**src/rtl/video_timing_gen_pkg.sv**
```systemverilog
// Shared types and mode constants for the raster timing generator.
// Other blocks on the HDMI path use the same sync bundle layout.
package video_timing_pkg;

  localparam int DE = 2;
  localparam int VS = 1;
  localparam int HS = 0;

  typedef struct packed {
    logic de;
    logic vs;
    logic hs;
  } hve_t;

  // CEA 1280x720@60, 74.25 MHz
  localparam int H_ACTIVE_720 = 1280;
  localparam int H_FP_720     = 110;
  localparam int H_SYNC_720   = 40;
  localparam int H_BP_720     = 220;
  localparam int V_ACTIVE_720 = 720;
  localparam int V_FP_720     = 5;
  localparam int V_SYNC_720   = 5;
  localparam int V_BP_720     = 20;
  localparam bit HPOL_720     = 1'b1;
  localparam bit VPOL_720     = 1'b1;

  // VGA 640x480@60, 25.175 MHz
  localparam int H_ACTIVE_480 = 640;
  localparam int H_FP_480     = 16;
  localparam int H_SYNC_480   = 96;
  localparam int H_BP_480     = 48;
  localparam int V_ACTIVE_480 = 480;
  localparam int V_FP_480     = 10;
  localparam int V_SYNC_480   = 2;
  localparam int V_BP_480     = 33;
  localparam bit HPOL_480     = 1'b0;
  localparam bit VPOL_480     = 1'b0;

  function automatic hve_t hve_idle(
    input bit vpol,
    input bit hpol
  );
    hve_t r;
    r.de = 1'b0;
    r.vs = ~vpol;
    r.hs = ~hpol;
    return r;
  endfunction

endpackage

```
**src/rtl/video_timing_gen_sync_delay_line.sv**
```systemverilog
// Generic N-stage 3-bit register pipe with async active-low reset.
// Depth 0 degenerates to a wire.
module sync_delay_line #(
  parameter int         DEPTH   = 1,
  parameter logic [2:0] RST_VAL = 3'b000
) (
  input  logic       clk,
  input  logic       rst_n,
  input  logic [2:0] d,
  output logic [2:0] q
);

  if (DEPTH == 0) begin : g_wire
    logic unused;
    assign unused = ^{clk, rst_n};
    assign q = d;
  end else begin : g_pipe
    logic [2:0] stage_q [DEPTH];
    logic [2:0] stage_d [DEPTH];

    always_comb begin
      stage_d[0] = d;
      for (int i = 1; i < DEPTH; i++) begin
        stage_d[i] = stage_q[i-1];
      end
    end

    always_ff @(posedge clk or negedge rst_n) begin
      if (!rst_n) begin
        for (int i = 0; i < DEPTH; i++) begin
          stage_q[i] <= RST_VAL;
        end
      end else begin
        for (int i = 0; i < DEPTH; i++) begin
          stage_q[i] <= stage_d[i];
        end
      end
    end

    assign q = stage_q[DEPTH-1];
  end

endmodule

```
**src/rtl/video_timing_gen.sv**
```systemverilog
// Free-running raster timing: stage-0 counters/flags plus a
// latency-aligned {de, vsync, hsync} bundle for the hdmi block.
module video_timing_gen
  import video_timing_pkg::*;
#(
  parameter int H_ACTIVE      = H_ACTIVE_720,
  parameter int H_FP          = H_FP_720,
  parameter int H_SYNC        = H_SYNC_720,
  parameter int H_BP          = H_BP_720,
  parameter int V_ACTIVE      = V_ACTIVE_720,
  parameter int V_FP          = V_FP_720,
  parameter int V_SYNC        = V_SYNC_720,
  parameter int V_BP          = V_BP_720,
  parameter bit HSYNC_POL     = HPOL_720,
  parameter bit VSYNC_POL     = VPOL_720,
  parameter int PIXEL_LATENCY = 2
) (
  input  logic        i_hdmi_clk,
  input  logic        i_reset_n,
  output logic [11:0] o_x,
  output logic [11:0] o_y,
  output logic        o_active,
  output logic        o_line_start,
  output logic        o_frame_start,
  output logic [2:0]  o_hve_sync,
  output logic [15:0] o_frame_count
);

  localparam int H_TOTAL =
    H_ACTIVE + H_FP + H_SYNC + H_BP;
  localparam int V_TOTAL =
    V_ACTIVE + V_FP + V_SYNC + V_BP;

  if (H_TOTAL > 4096 || V_TOTAL > 4096 ||
      H_ACTIVE < 1 || H_FP < 1 ||
      H_SYNC < 1 || H_BP < 1 ||
      V_ACTIVE < 1 || V_FP < 1 ||
      V_SYNC < 1 || V_BP < 1 ||
      PIXEL_LATENCY < 0 ||
      PIXEL_LATENCY > 15) begin : g_bad_mode
    $error("video_timing_gen: invalid mode");
  end

  localparam logic [11:0] H_LAST = 12'(H_TOTAL - 1);
  localparam logic [11:0] V_LAST = 12'(V_TOTAL - 1);
  localparam logic [11:0] H_ACT  = 12'(H_ACTIVE);
  localparam logic [11:0] V_ACT  = 12'(V_ACTIVE);
  localparam logic [11:0] HS_BEG = 12'(H_ACTIVE + H_FP);
  localparam logic [11:0] HS_END =
    12'(H_ACTIVE + H_FP + H_SYNC);
  localparam logic [11:0] VS_BEG = 12'(V_ACTIVE + V_FP);
  localparam logic [11:0] VS_END =
    12'(V_ACTIVE + V_FP + V_SYNC);

  localparam hve_t IDLE = hve_idle(VSYNC_POL, HSYNC_POL);
  localparam hve_t HOME = '{
    de: 1'b1, vs: ~VSYNC_POL, hs: ~HSYNC_POL
  };

  logic [11:0] x_q, x_d;
  logic [11:0] y_q, y_d;
  logic        active_q, active_d;
  logic        line_start_q, line_start_d;
  logic        frame_start_q, frame_start_d;
  hve_t        hve0_q, hve0_d;
  logic [15:0] frame_count_q, frame_count_d;
  logic        h_wrap;
  logic        v_wrap;

  // Flags are computed from the next position so they
  // line up with the counter registers they describe.
  always_comb begin
    h_wrap = (x_q == H_LAST);
    v_wrap = (y_q == V_LAST);
    x_d    = h_wrap ? 12'd0 : x_q + 12'd1;
    y_d    = y_q;
    if (h_wrap) begin
      y_d = v_wrap ? 12'd0 : y_q + 12'd1;
    end
    active_d      = (x_d < H_ACT) && (y_d < V_ACT);
    line_start_d  = (x_d == 12'd0);
    frame_start_d = (x_d == 12'd0) && (y_d == 12'd0);
    hve0_d.de = active_d;
    hve0_d.hs = ((x_d >= HS_BEG) && (x_d < HS_END))
                ^ ~HSYNC_POL;
    hve0_d.vs = ((y_d >= VS_BEG) && (y_d < VS_END))
                ^ ~VSYNC_POL;
    frame_count_d = frame_count_q;
    if (h_wrap && v_wrap) begin
      frame_count_d = frame_count_q + 16'd1;
    end
  end

  always_ff @(posedge i_hdmi_clk or negedge i_reset_n) begin
    if (!i_reset_n) begin
      x_q           <= '0;
      y_q           <= '0;
      active_q      <= 1'b1;
      line_start_q  <= 1'b1;
      frame_start_q <= 1'b1;
      hve0_q        <= HOME;
      frame_count_q <= '0;
    end else begin
      x_q           <= x_d;
      y_q           <= y_d;
      active_q      <= active_d;
      line_start_q  <= line_start_d;
      frame_start_q <= frame_start_d;
      hve0_q        <= hve0_d;
      frame_count_q <= frame_count_d;
    end
  end

  sync_delay_line #(
    .DEPTH   (PIXEL_LATENCY),
    .RST_VAL (IDLE)
  ) u_dly (
    .clk   (i_hdmi_clk),
    .rst_n (i_reset_n),
    .d     (hve0_q),
    .q     (o_hve_sync)
  );

  assign o_x           = x_q;
  assign o_y           = y_q;
  assign o_active      = active_q;
  assign o_line_start  = line_start_q;
  assign o_frame_start = frame_start_q;
  assign o_frame_count = frame_count_q;

endmodule
```
**config.mk**
```make
export PLATFORM = sky130hd
export DESIGN_NAME = video_timing_gen
export DESIGN_NICKNAME = d
export VERILOG_FILES = /design/src/rtl/video_timing_gen_pkg.sv /design/src/rtl/video_timing_gen_sync_delay_line.sv /design/src/rtl/video_timing_gen.sv
export SDC_FILE = /design/constraint.sdc
export NUM_CORES = 1
export LEC_CHECK = 0
export BUFFER_PORTS_ARGS = -buffer_cell sky130_fd_sc_hd__buf_2
export CORE_UTILIZATION = 23
export CTS_CLUSTER_DIAMETER = 40
export DETAILED_ROUTE_END_ITERATION = 7
export HOLD_SLACK_MARGIN = 0.12
export PLACE_DENSITY_LB_ADDON = 0.12
export SYNTH_ARGS = -nofsm -noshare
export SYNTH_HDL_FRONTEND = slang
export SYNTH_SLANG_ARGS = --single-unit
```
**constraint.sdc**
```tcl
create_clock -name i_hdmi_clk -period 2.85 [get_ports i_hdmi_clk]
set_input_delay 0.57 -clock i_hdmi_clk [delete_from_list [all_inputs] [get_ports i_hdmi_clk]]
set_output_delay 0.57 -clock i_hdmi_clk [all_outputs]
set_load 0.005 [all_outputs]
```
# Word level (Yosys, flattened, before mapping)
# Cells that the tools add are included.
# W data, S select, Z words.
[op_classes] add_sub_neg=3 multipliers=0 n_div=0 magnitude_cmp=6 n_eq_ne=2 n_shift=0 muxes=3 n_bitwise=0 reduce_logical=7
[op_table] operator="$mux W12" n=3
[op_table] operator="$add A12 B1 Y12 const B" n=2
[op_table] operator="$logic_not A12 Y1" n=2
[op_table] operator="$lt A12 B10 Y1 const B" n=2
[op_table] operator="$lt A12 B11 Y1 const B" n=2
[op_table] operator="$add A16 B1 Y16 const B" n=1
[op_table] operator="$eq A12 B10 Y1 const B" n=1
[op_table] operator="$eq A12 B11 Y1 const B" n=1
[op_table] operator="$ge A12 B10 Y1 const B" n=1
[op_table] operator="$ge A12 B11 Y1 const B" n=1
[op_table] operator="$logic_and A1 B1 Y1" n=5
[word_totals] register_bits=51 latch_bits=0 ram_bits=0 romBits=0 wordCells=31 mem_count=0

# Logic depth before layout (Yosys ltp)
[depth] word_depth=5 ltp_mapped=10

# Cells and area by module
# A second synthesis with hierarchy kept.
[hier_totals] hier_cells=274 area_unflattened_um2=2718.9
[by_module_without_submodules] module="video_timing_gen" instances=1 cells_each=268 area_per_inst_um2=2568.7
[by_module_without_submodules] module="sync_delay_line" instances=1 cells_each=6 area_per_inst_um2=150.1

# Least setup slack after synthesis
# Ideal clock, no wire load.
[synth_path] path_type="register to register" start="register y_q[0] (netlist: o_y[0])" end="register hve0_q[1] (netlist name)" setup_ps=111 arrival_time_ps=2397 required_time_ps=2739 setup_slack_ps=342 stages_incl_launch_ff=8 path_buffers=0 cell_sequence="dfrtp_1 -> ha_1 -> inv_1 -> or4_1 -> or4bb_1 -> a22oi_2 -> nand4bb_1 -> a2111oi_2"
[synth_rtl] item="start, declared" line_no="video_timing_gen.sv:61" source="logic [11:0] y_q, y_d;"
[synth_rtl] item="start signal, assigned" line_no="video_timing_gen.sv:105" source="y_q <= y_d;"
[synth_rtl] item="end signal, assigned" line_no="video_timing_gen.sv:109" source="hve0_q <= hve0_d;"
[synth_rtl] item="end, declared" line_no="video_timing_gen.sv:65" source="hve_t hve0_q, hve0_d;"

==> results summary <==
The run finished with clean final reports. The initial antenna violation count is 0. Summed over all cells, the static leakage comes to 1.53 nW.

The post-detailed-route DRC marker count is 0. The number of global-route vias before repair was 2136. After synthesis, the largest family of logic cells by area is simple AND/OR/NAND/NOR gates. The most common cell in the synthesized netlist is dfrtp_1. The path category of the worst min-delay check is input port to async pin.

The number of synthesis warnings came out at 0. Summing the sequential cell areas from Yosys gives 49.5% of the chip area. The highest fanout seen on the critical path came out at 6. The placement-stage worst setup slack came out at 195 ps. The share of the core filled with cells in the final layout is 29.6%.

The global router's overall resource usage is 12.7%. The length of the first detailed-routing pass in iterations came out at 4. The share of layout cells above drive strength 1 is 25.7%. The clock root buffer is clkbuf_8. The register clock-pin slew on the reported worst setup and hold paths came out at 110 ps.

The critical path is of the register to register type. The die extent in y is 108 µm. The final-report max-slew violation count is 0.

CTS built an H-tree with a depth of 2. Measured against the total synthesized area, the mux share comes to 1.60%. The total wirelength of the detailed-routed design came out at 6930 µm.

The longest clock path from root to sink contains 2 buffers. CTS saw 51 sinks. The async set-reset flop share out of synthesis is 100%. The count of instances resized after the clock tree is built came out at 0. The endpoint of the worst register-to-register path is hve0_q[1]. The worst-case headroom to the max-slew limit came out at 51.4%. The ratio of total power to cell area came out at 396 nW/µm². In this run, post-CTS hold repair placed 0 buffers. The number of nets handed over by synthesis was 262. The nature of the critical path endpoint is a register. The number of hold violations in the final report came out at 0. The depth of the most critical reg-to-reg path is 8. The total negative slack came out at 0 ps. The initial core utilization came out at 23.8%. The area overhead of the layout relative to synthesis came out at 24.6%. The number of enable-type register cells in the synthesized netlist is 0. The worst clock skew on the final layout came out at 9.75 ps. Ranked by total cell area, the synthesized netlist is headed by dfrtp_1, xnor2_1, xor2_1. Sorting the synthesized cells by how often they occur yields dfrtp_1, nand2_1, nand3_1, xnor2_1, nor2_1.

The number of ports placed on the die boundary is 48. The first global-routing pass estimated 11500 µm of wire. The post-route antenna net violation count came out at 0. Detailed placement ended at an HPWL of 5140 µm. The minimum clock period after layout came out at 2680 ps. The first routing iteration left 122 violations.

Across the run, the number of max-cap violations was 0. In the final routed layout, each cell accounts on average for 15.0 µm. Of the total synthesized cell area, the portion taken by XOR and XNOR cells is 9.14%. The number of antenna repair diodes is 0.

The number of buffers inserted by port buffering came out at 47. The post-synthesis cell area is 2590 µm². Synthesis produced 255 cells. For the pin with the worst max-slew slack, the measured transition is 729 ps. TritonCTS built the clock tree. The most used flip-flop cell after synthesis is dfrtp_1. The share of synthesized area in the top cell type comes to 46.4%. The data required time of the critical path is 3050 ps. The worst setup path is launched from a register. The worst slack on hold paths came out at 309 ps. The core box area is 10900 µm². The maximum achievable frequency is 0.373 GHz. Traced cell by cell, the critical path runs through inv_1, ha_1, nand4bb_1, or4_1, or4bb_1, a22oi_2, nand4bb_1, a2111oi_2. The setup violation total in the final timing report is 0.

The slowest stage of the critical path belongs to the cell or4_1. The number of standard-cell rows in the floorplan is 38. The worst register-to-register path begins at o_x[1]. The floorplan step set the die width to 108 µm. The total clock buffers created by CTS is 5. The source-to-sink clock delay at the later pin of the worst-skew pair is 310 ps.

The die area came out at 11700 µm². The synthesized netlist contains 52 unique library cells. Counting stages on the worst path, the most repeated cell is nand4bb_1. STA puts the critical path data arrival time at 2880 ps. The buffers inserted during post-CTS setup optimization came out at 0. The last weighted congestion value of the routability-driven placer came out at 0.818. The routed layout has 2182 vias. The mean area per synthesized cell came out at 10.1 µm². The post-synthesis cell type with the largest combined area is dfrtp_1. The average via count per standard cell came out at 4.71.

The register-to-register setup slack came out at 170 ps. The area share of fa/ha/maj cells after synthesis is 2.42%. IR analysis of the VDD net gives a maximum drop of 160 µV. Synthesis inferred 51 register bits. The maximum number of pins on one net before global-route repair came out at 33. The leftover overflow at the end of global routing is 0. The post-route worst setup slack came out at 169 ps. On the worst path, the slowest cell contributes a delay of 600 ps. In this run the worst setup path terminates at hve0_q[1]. The period utilization came out at 94.1%.

The most critical setup path has its startpoint at o_x[1]. The synthesized netlist devotes 10.5% of its cell area to compound gates. The post-synthesis simple-gate area fraction is 24.2%.

The count of nets after finishing came out at 329. Setup repair after global routing left no endpoint under its margin.
-- kinds of logic after synthesis --
kind of cell | count (synthesis)
multiplexers | 4
buffers and inverters | 16
XOR/XNOR | 27
flip-flops | 51
adder cells (fa/ha/maj) | 5
AO/OA/AOI/OAI | 41
AND/OR/NAND/NOR | 111
-- layout make-up --
class / count / area [µm²]
Clock buffer: 5 / 68.8
Clock inverter: 3 / 46.3
Fill cell: 1176 / 7660
Inverter: 10 / 37.5
Multi-Input combinational cell: 188 / 1240
Sequential cell: 51 / 1280
Tap cell: 140 / 175
Timing Repair Buffer: 66 / 378
-- state kept, by name (all words and copies together) (netlist names) --
name / flops
o_y: 12
o_line_start: 1
o_x: 12
hve0_q: 3
o_frame_count: 16
u_dly.g_pipe.stage_d: 3
u_dly.q: 3
o_frame_start: 1
-- critical path: cells and delay by family, from the launching register on --
family / cells / cell delay [ps]
fa+ha+maj: 1 / 130
compound gates: 2 / 490
simple gates: 4 / 1430
flops: 1 / 450
buf+inv: 1 / 80
-- routing by layer --
| layer | share of wire, % | global-route usage, % |
|---|---|---|
| met5 | 0 | 0 |
| met4 | 0.66 | 3.13 |
| met2 | 46 | 19.9 |
| met3 | 5.1 | 2.77 |
| met1 | 49 | 17.7 |
-- report_power, final --
| part | internal (W) | switching [W] |
|---|---|---|
| clock | 0.000265 | 0.000270 |
| sequential | 0.000723 | 0 |
| combinational | 0.00000228 | 0.0000150 |
| total | 0.000991 | 0.000285 |
-- through the flow --
stage	std cells	instance area (µm²)	power, W
after floorplan	255	2590	0.000738
after global placement	455	3110	0.000756
after detailed placement	455	3110	0.000756
after CTS	463	3220	0.00132
after global routing	463	3220	0.00134
final	463	3220	0.00128
-- cell usage in the layout, fill, tap and decap left out, types with 3 or more instances in the layout --
cell type	netlist	layout
dfrtp_1	48	48
o21ai_0	11	11
nand4_1	11	11
mux2i_1	3	3
or3_1	6	6
ha_1	5	5
inv_1	10	10
nor3_1	7	7
xor2_1	10	10
and3_1	7	7
dfstp_2	3	3
xnor2_1	17	17
a21oi_1	10	10
nand2_1	23	23
buf_4	0	19
nor2_1	15	15
buf_2	1	47
and4_1	5	5
clkbuf_8	0	5
nand3_1	17	17
-- worst min-delay path by stage --
stage	startpoint	to	slack, ps
global route	i_reset_n	o_frame_count[5]	350
finish	i_reset_n	o_frame_count[4]	310
global placement	u_dly.g_pipe.stage_d[2]	u_dly.q[2]	330
detailed placement	hve0_q[0]	u_dly.g_pipe.stage_d[0]	340
floorplan	i_reset_n	hve0_q[0]	270
CTS	i_reset_n	o_frame_count[5]	320
Power figures use the tool's default switching activity.
